==> src/rtl/ad_capture_ctrl.sv <==
// ad_capture_ctrl
//   Capture sequencer for the paired current/voltage ADC sample stream.
//   After an arm pulse it fills a circular sample RAM with pre-trigger
//   history, waits for a rising-edge current-level trigger (or a software
//   force), writes the post-trigger samples and parks in DONE. Host logic
//   then reads the RAM starting at rec_start.
//
// Ports
//   sys_clk, rst_n            clock, asynchronous active-low reset
//   smp_valid                 sample pair present this cycle
//   smp_current, smp_voltage  signed sample channels
//   arm, abort                single-cycle control pulses
//   trig_force                software force-trigger request
//   decim                     keep 1 of every decim+1 valid samples
//   pre_len, post_len         pre/post trigger sample counts (post includes trigger)
//   trig_level                signed current threshold
//   buf_we/buf_waddr/buf_wdata  registered RAM write port, data = {current, voltage}
//   busy, done                status
//   trig_addr, rec_start      trigger sample address, first address of the record
//
// state     | meaning
// ----------+-------------------------------------------------------------
// S_IDLE    | waiting for arm, no writes
// S_FILL    | collecting the first pre_len samples, triggers ignored
// S_WAIT    | circular writes, watching for the trigger
// S_POST    | writing post-trigger samples (trigger sample counted)
// S_DONE    | record complete, done high until arm or abort

module ad_capture_ctrl #(
  parameter int ADDR_W = 10,
  parameter int DATA_W = 16
) (
  input  logic                     sys_clk,
  input  logic                     rst_n,
  input  logic                     smp_valid,
  input  logic signed [DATA_W-1:0] smp_current,
  input  logic signed [DATA_W-1:0] smp_voltage,
  input  logic                     arm,
  input  logic                     abort,
  input  logic                     trig_force,
  input  logic [7:0]               decim,
  input  logic [ADDR_W-1:0]        pre_len,
  input  logic [ADDR_W-1:0]        post_len,
  input  logic signed [DATA_W-1:0] trig_level,
  output logic                     buf_we,
  output logic [ADDR_W-1:0]        buf_waddr,
  output logic [2*DATA_W-1:0]      buf_wdata,
  output logic                     busy,
  output logic                     done,
  output logic [ADDR_W-1:0]        trig_addr,
  output logic [ADDR_W-1:0]        rec_start
);

  typedef enum logic [2:0] {
    S_IDLE = 3'd0,
    S_FILL = 3'd1,
    S_WAIT = 3'd2,
    S_POST = 3'd3,
    S_DONE = 3'd4
  } state_t;

  localparam logic [ADDR_W-1:0] ONE_A = ADDR_W'(1);

  state_t                    state_q;
  logic [7:0]                decim_q;
  logic [ADDR_W-1:0]         pre_q;
  logic [ADDR_W-1:0]         post_q;
  logic signed [DATA_W-1:0]  lvl_q;
  logic [7:0]                dcnt_q;
  logic [ADDR_W-1:0]         wptr_q;
  logic [ADDR_W-1:0]         cnt_q;
  logic                      prev_below_q;
  logic                      force_pend_q;
  logic                      buf_we_q;
  logic [ADDR_W-1:0]         buf_waddr_q;
  logic [2*DATA_W-1:0]       buf_wdata_q;
  logic                      busy_q;
  logic                      done_q;
  logic [ADDR_W-1:0]         trig_addr_q;
  logic [ADDR_W-1:0]         rec_start_q;

  logic accept;
  logic below;
  logic trig_hit;

  always_comb begin
    accept   = smp_valid && (dcnt_q == 8'd0);
    below    = (smp_current < lvl_q);
    // A force request arriving in the same cycle as an accepted sample
    // triggers on that sample, without waiting for the pending flag.
    trig_hit = accept && (state_q == S_WAIT) &&
               ((!below && prev_below_q) || force_pend_q || trig_force);
  end

  always_ff @(posedge sys_clk or negedge rst_n) begin
    if (!rst_n) begin
      state_q      <= S_IDLE;
      decim_q      <= '0;
      pre_q        <= '0;
      post_q       <= '0;
      lvl_q        <= '0;
      dcnt_q       <= '0;
      wptr_q       <= '0;
      cnt_q        <= '0;
      prev_below_q <= 1'b0;
      force_pend_q <= 1'b0;
      buf_we_q     <= 1'b0;
      buf_waddr_q  <= '0;
      buf_wdata_q  <= '0;
      busy_q       <= 1'b0;
      done_q       <= 1'b0;
      trig_addr_q  <= '0;
      rec_start_q  <= '0;
    end else begin
      buf_we_q <= 1'b0;

      if (abort) begin
        // abort beats arm and suppresses any write from this cycle
        state_q      <= S_IDLE;
        busy_q       <= 1'b0;
        done_q       <= 1'b0;
        force_pend_q <= 1'b0;
      end else begin
        case (state_q)
          S_FILL, S_WAIT, S_POST: begin
            if (smp_valid) begin
              dcnt_q <= (dcnt_q == decim_q) ? 8'd0 : dcnt_q + 8'd1;
            end

            if ((state_q == S_WAIT) && trig_force) begin
              force_pend_q <= 1'b1;
            end

            if (accept) begin
              buf_we_q     <= 1'b1;
              buf_waddr_q  <= wptr_q;
              buf_wdata_q  <= {smp_current, smp_voltage};
              wptr_q       <= wptr_q + ONE_A;
              prev_below_q <= below;

              case (state_q)
                S_FILL: begin
                  if (cnt_q == ONE_A) begin
                    state_q <= S_WAIT;
                  end else begin
                    cnt_q <= cnt_q - ONE_A;
                  end
                end
                S_WAIT: begin
                  if (trig_hit) begin
                    trig_addr_q  <= wptr_q;
                    rec_start_q  <= wptr_q - pre_q;
                    force_pend_q <= 1'b0;
                    // post_len of 0 or 1 means the trigger sample is the whole tail
                    if (post_q <= ONE_A) begin
                      state_q <= S_DONE;
                      busy_q  <= 1'b0;
                      done_q  <= 1'b1;
                    end else begin
                      cnt_q   <= post_q - ONE_A;
                      state_q <= S_POST;
                    end
                  end
                end
                S_POST: begin
                  if (cnt_q == ONE_A) begin
                    state_q <= S_DONE;
                    busy_q  <= 1'b0;
                    done_q  <= 1'b1;
                  end else begin
                    cnt_q <= cnt_q - ONE_A;
                  end
                end
                default: ;
              endcase
            end
          end

          default: begin
            // IDLE and DONE both accept a new arm
            if (arm) begin
              decim_q      <= decim;
              pre_q        <= pre_len;
              post_q       <= post_len;
              lvl_q        <= trig_level;
              dcnt_q       <= '0;
              wptr_q       <= '0;
              cnt_q        <= pre_len;
              prev_below_q <= 1'b0;
              force_pend_q <= 1'b0;
              busy_q       <= 1'b1;
              done_q       <= 1'b0;
              state_q      <= (pre_len == '0) ? S_WAIT : S_FILL;
            end
          end
        endcase
      end
    end
  end

  assign buf_we    = buf_we_q;
  assign buf_waddr = buf_waddr_q;
  assign buf_wdata = buf_wdata_q;
  assign busy      = busy_q;
  assign done      = done_q;
  assign trig_addr = trig_addr_q;
  assign rec_start = rec_start_q;

endmodule

==> config.mk <==
export PLATFORM = sky130hd
export DESIGN_NAME = ad_capture_ctrl
export DESIGN_NICKNAME = d
export VERILOG_FILES = /design/src/rtl/ad_capture_ctrl.sv
export SDC_FILE = /design/constraint.sdc
export NUM_CORES = 1
export LEC_CHECK = 0
export CAP_MARGIN = 30
export CORE_UTILIZATION = 50
export DETAILED_ROUTE_END_ITERATION = 8
export DONT_BUFFER_PORTS = 1
export PLACE_DENSITY = 0.7
export SYNTH_ARGS = -nofsm -noshare
export SYNTH_HDL_FRONTEND = slang
export SYNTH_SLANG_ARGS = --single-unit
==> constraint.sdc <==
create_clock -name sys_clk -period 6.8 [get_ports sys_clk]
set_clock_uncertainty 0.1 [all_clocks]
set_input_delay 1.02 -clock sys_clk [delete_from_list [all_inputs] [get_ports sys_clk]]
set_output_delay 1.02 -clock sys_clk [all_outputs]
set_load 0.01 [all_outputs]
* Yosys cells after proc, flatten, opt, wreduce, memory -nomap -nowiden
Index checks and enable logic that the tools add are counted.
Cells by class: add/subtract/negate cells 5, order comparisons 2, eq/ne operators 18, mux-type cells 51, bitwise operators 2, reduce and logical (&&, ||, !) cells 22
Operator list (count):
- 2-to-1 mux 10 bit | 9
- 2-to-1 mux 8 bit | 4
- 2-to-1 mux 1 bit | 25
- 2-to-1 mux 3 bit | 8
- inequality test 4 bit (second input constant) | 5
- one-hot mux 10 bit (2 select lines) | 1
- subtractor 10 x 1 -> 10 bit (second input constant) | 2
- less-than comparator 16 bit | 1
- inequality test 3 bit (second input constant) | 5
- AND reduction 3 bit | 4
- AND reduction 6 bit | 2
- adder 10 x 1 -> 10 bit (second input constant) | 1
- equality test 10 x 1 -> 1 bit (second input constant) | 1
- less-or-equal comparator 10 x 1 -> 1 bit (second input constant) | 1
- zero test 10 bit | 1
- subtractor 10 bit | 1
- one-hot mux 3 bit (3 select lines) | 1
- adder 8 x 1 -> 8 bit (second input constant) | 1
- equality test 8 bit | 1
- zero test 8 bit | 1
- AND reduction 7 bit | 1
- equality test 3 x 2 -> 1 bit (second input constant) | 2
- logical AND 1 bit | 5
- inequality test 5 bit (second input constant) | 1
- other kinds (12) | 16
Storage, ports and cells: register bits after elaboration 142, input port bits 82, logic and storage cells 117

* Depth between registers and ports, before layout
word-level depth 11, gate-level depth with buffers 10, mapped depth without buffers 10

* Worst setup path before layout
No wires, ideal clock.
path kind in2reg, start point input smp_valid, end point register cnt_q[2], arrival time 3225 ps, required time 6575 ps, setup slack 3350 ps, stages 6, buffers on the path 0, path through or4b_4 -> nor4_4 -> o22ai_1 -> or3b_1 -> o22ai_2 -> mux2_2
On the way: longest elaborated chain between the ends 5, elaborated cells between the ends (all ways) 6, those cells by class 2 x eq/ne; 4 x reduce/logical
Ends and longest elaborated chain:
- start, declared | RTL line 35 | input logic smp_valid,
- logical AND 1 bit * | RTL line 87 | accept = smp_valid && (dcnt_q == 8'd0);
- logical AND 1 bit (2 in series) | RTL line 91 | trig_hit = accept && (state_q == S_WAIT) &&
- inequality test 3 bit (no source line)
- AND reduction 7 bit (no source line) *
- end signal, assigned | RTL line 146 | cnt_q <= cnt_q - ONE_A;
- end signal, assigned | RTL line 160 | cnt_q <= post_q - ONE_A;
- end signal, assigned | RTL line 171 | cnt_q <= cnt_q - ONE_A;
- end, declared | RTL line 71 | logic [ADDR_W-1:0] cnt_q;
Every way passes the cells marked *; elsewhere a longest branch is shown, timed or not. A chain may end at the register's enable or synchronous reset.

* Worst setup path after layout
start point register dcnt_q[0], end point register cnt_q[2]
On the way: longest elaborated chain between the ends 6, elaborated cells between the ends (all ways) 7, those cells by class 2 x eq/ne; 5 x reduce/logical
Ends and longest elaborated chain:
- start, declared | RTL line 69 | logic [7:0] dcnt_q;
- start signal, assigned | RTL line 127 | dcnt_q <= (dcnt_q == decim_q) ? 8'd0 : dcnt_q + 8'd1;
- zero test 8 bit * | RTL line 87
- logical AND 1 bit * | RTL line 87
- logical AND 1 bit (2 in series) | RTL line 91
- inequality test 3 bit (no source line)
- AND reduction 7 bit (no source line) *
Marked as above.

==> results.ini <==
[timing]
worstMarginPinSlew_ps = 798
hold_ws_ps = 204
rsz0062_at_grt = false
drv_slew = 0
fin_crit_sh_pct = 55.0
setup_tns_ps = 0
clock.fmax_ghz = 0.267
fin_crit_ps = 3740
finalSetupViolCount = 0
finalHoldViolCount = 0
maxSlewHeadroom_pct = 46.4

[critical_path]
crit_path_start_kind = flip-flop
criticalPathCategory = flip-flop to flip-flop
crit_fanout = 55
worstPathCellList = inv_1 -> ha_1 -> or4b_1 -> nor4_4 -> buf_4 -> o22ai_1 -> or3b_1 -> o22ai_2 -> mux2_2
cp_slowest_cell = buf_4
end_kind = flip-flop
crit_required_ps = 6990
critical_path_buf_inv_count = 2
cp_top_family = simple AND/OR/NAND/NOR gates
cpPeakStageDelay_ps = 530
cp.arrival_ps = 3930

[synth]
synth-compound-area-share_pct = 10.1
synth_flop_cell = dfrtp_1
synth_seq_cells = 142
synth_fp_nets = 818
synth_top_family_by_area = simple AND/OR/NAND/NOR gates
mappedNetlistArea_um2 = 7060
ys_types = 50
synthCells = 704
synth_mux_area_share_pct = 9.51
synth_edf_count = 0
synth-async-reset-ratio_pct = 100
yosysWarnings = 0
syn_area_per_cell_um2 = 10.0
synth_xor_area_share_pct = 4.84
synth-simple-area-share_pct = 16.1
synthAdderAreaFrac_pct = 5.78
yosysSeqAreaShare_pct = 50.3

[drt]
drcViolationCount = 0
vias_per_cell = 5.63
vias = 5032
wire_per_inst_um = 17.6
drt_iter0_drc = 269
drt_pre_antenna_iters = 4
antenna_left = 0
finalWirelength_um = 15700

[cells_and_area]
final_cell_mix = dfrtp_1, nand2_1, o21ai_0
fillCellCount = 1215
nets = 816
num_antenna_cells = 0
mostFrequentLayoutCell = dfrtp_1
drive_above_1_share_pct = 14.0
syn2layout_area_growth_pct = 10.8

[global_routing]
grt_util_all_layers_pct = 22.5
grt_pass1_vias = 4985
grt_antenna_before_repair = 1
overflow = 0
grt_pass1_wl_um = 25300
grt_max_degree = 143

[pwr]
switching_share_pct = 35.7
p_leak_nw = 3.61
ir_drop_mv = 0.210
power_density_nw_per_um2 = 439
switching_power_mw = 1.23
seqPwrFrac_pct = 42.1
clkPwrFrac_pct = 27.1
p_comb_share_pct = 30.8
internal_power_mw = 2.21

[die]
io_pins = 147
die_area_um2 = 14600
design.core.area_um2 = 13800
fp.dieH_um = 121
initial_core_util_pct = 51.1
die_w_um = 121
rows = 43

[cts]
cts_resized = 0
hold_buffers = 0
clockBufferDepth = 2
cts_tree = yes
clk_pin_slew_ps = 60
cts-root-buf = clkbuf_16
cts.sinks = 142
worstSkewPairLatency_ps = 410
post_cts_buffers = 0
numCtsBuffers = 17
cts_max_level = 4

[run]
maxCapViolCount = 0

[placement]
port_buffers = 0
place_hpwl_um = 11400
gp_congestion = 0.885

[worst_hold_path]
worstHoldPathType = primary input to async pin

[run_status]
outcome = finished clean

-- power groups by stage --
| stage | logic, mW | registers (mW) | clock network, mW |
|---|---|---|---|
| after floorplan | 0.857 | 1.39 | 0 |
| after global placement | 1.02 | 1.45 | 0 |
| after detailed placement | 1.06 | 1.46 | 0 |
| after CTS | 1.07 | 1.45 | 0.954 |
| after global routing | 1.21 | 1.49 | 0.986 |
| final | 1.06 | 1.45 | 0.932 |
-- per-stage QoR --
| step | util (%) | worst slack [ps] | instance area (um2) | power [mW] | cells |
|---|---|---|---|---|---|
| after detailed placement | 52.3 | 2690 | 7230 | 2.52 | 863 |
| after CTS | 56.6 | 3030 | 7830 | 3.47 | 894 |
| after global placement | 52.3 | 2770 | 7230 | 2.47 | 863 |
| after global routing | 56.6 | 2790 | 7830 | 3.69 | 894 |
| final | 56.6 | 3060 | 7830 | 3.44 | 894 |
| after floorplan | - | 3350 | 7060 | 2.24 | 704 |
-- area by class of cell --
| cell class | instances | area, um2 | share of cell area [%] |
|---|---|---|---|
| clock inverters | 11 | 131 | 1.68 |
| clock buffers | 20 | 467 | 5.96 |
| inverters | 38 | 143 | 1.82 |
| multi-input cells | 499 | 3280 | 41.9 |
| repair buffers | 4 | 30.0 | 0.384 |
| well taps | 180 | 225 | 2.88 |
| flip-flops and latches | 142 | 3550 | 45.4 |
-- flip-flops by register name, indices dropped and copies added, names as in the netlist, 8 cells and up --
register	flops
cnt_q	10
post_q	10
lvl_q	16
buf_wdata	32
rec_start	10
pre_q	10
buf_waddr	10
dcnt_q	8
decim_q	8
trig_addr	10
wptr_q	10
-- final timing paths --
kind,start,endpoint,slack (ps),cells after the start
worst max-delay path,dcnt_q[0],cnt_q[2],3060,9
worst min-delay path,rst_n,lvl_q[11],200,0
worst min register to register,lvl_q[0],lvl_q[0],400,2
min in group sys_clk,lvl_q[0],lvl_q[0],400,2
worst max register to register,dcnt_q[0],cnt_q[2],3060,9
max in group asynchronous,rst_n,dcnt_q[1],6070,0
-- routing by layer --
metal	wire length (um)	GRT usage, %
met1	6660	28.4
met2	7440	35.6
met3	1180	6.86
met4	427	9.88
met5	17	0
-- cell usage after synthesis (2+ instances only) --
| cell type | count | area, um2 |
|---|---|---|
| o31ai_1 | 4 | 30.0 |
| xnor2_1 | 20 | 175 |
| dfrtp_1 | 142 | 3550 |
| inv_1 | 38 | 143 |
| nor3_1 | 13 | 65.1 |
| xor2_1 | 19 | 166 |
| or2_2 | 5 | 31.3 |
| nor4_1 | 4 | 25.0 |
| mux2_2 | 55 | 619 |
| ha_1 | 31 | 388 |
| o21ai_0 | 63 | 315 |
| nand3_1 | 12 | 60.1 |
| o22ai_1 | 4 | 25.0 |
| a22oi_1 | 2 | 15.0 |
| nor2b_1 | 4 | 25.0 |
| nand2_1 | 122 | 458 |
| buf_1 | 2 | 7.51 |
| mux2_1 | 2 | 22.5 |
| or4_1 | 3 | 22.5 |
| nand4_1 | 10 | 62.6 |
| a21o_1 | 5 | 37.5 |
| a21oi_1 | 25 | 125 |
| mux2i_1 | 3 | 30.0 |
| or3_1 | 7 | 43.8 |
| and3_1 | 7 | 43.8 |
| o211ai_1 | 2 | 15.0 |
| a211oi_1 | 4 | 30.0 |
| clkbuf_1 | 23 | 86.3 |
| nand2b_1 | 12 | 75.1 |
| a31oi_1 | 2 | 12.5 |
| nor2_1 | 40 | 150 |
-- kinds of logic (layout without fill, tap and decap cells) --
logic type	after synthesis	in the layout
simple gates	245	245
flops	142	142
buf+inv	63	73
compound gates	123	123
xor+xnor	39	39
fa+ha+maj	32	32
mux	60	60
Power figures use the tool's default switching activity.
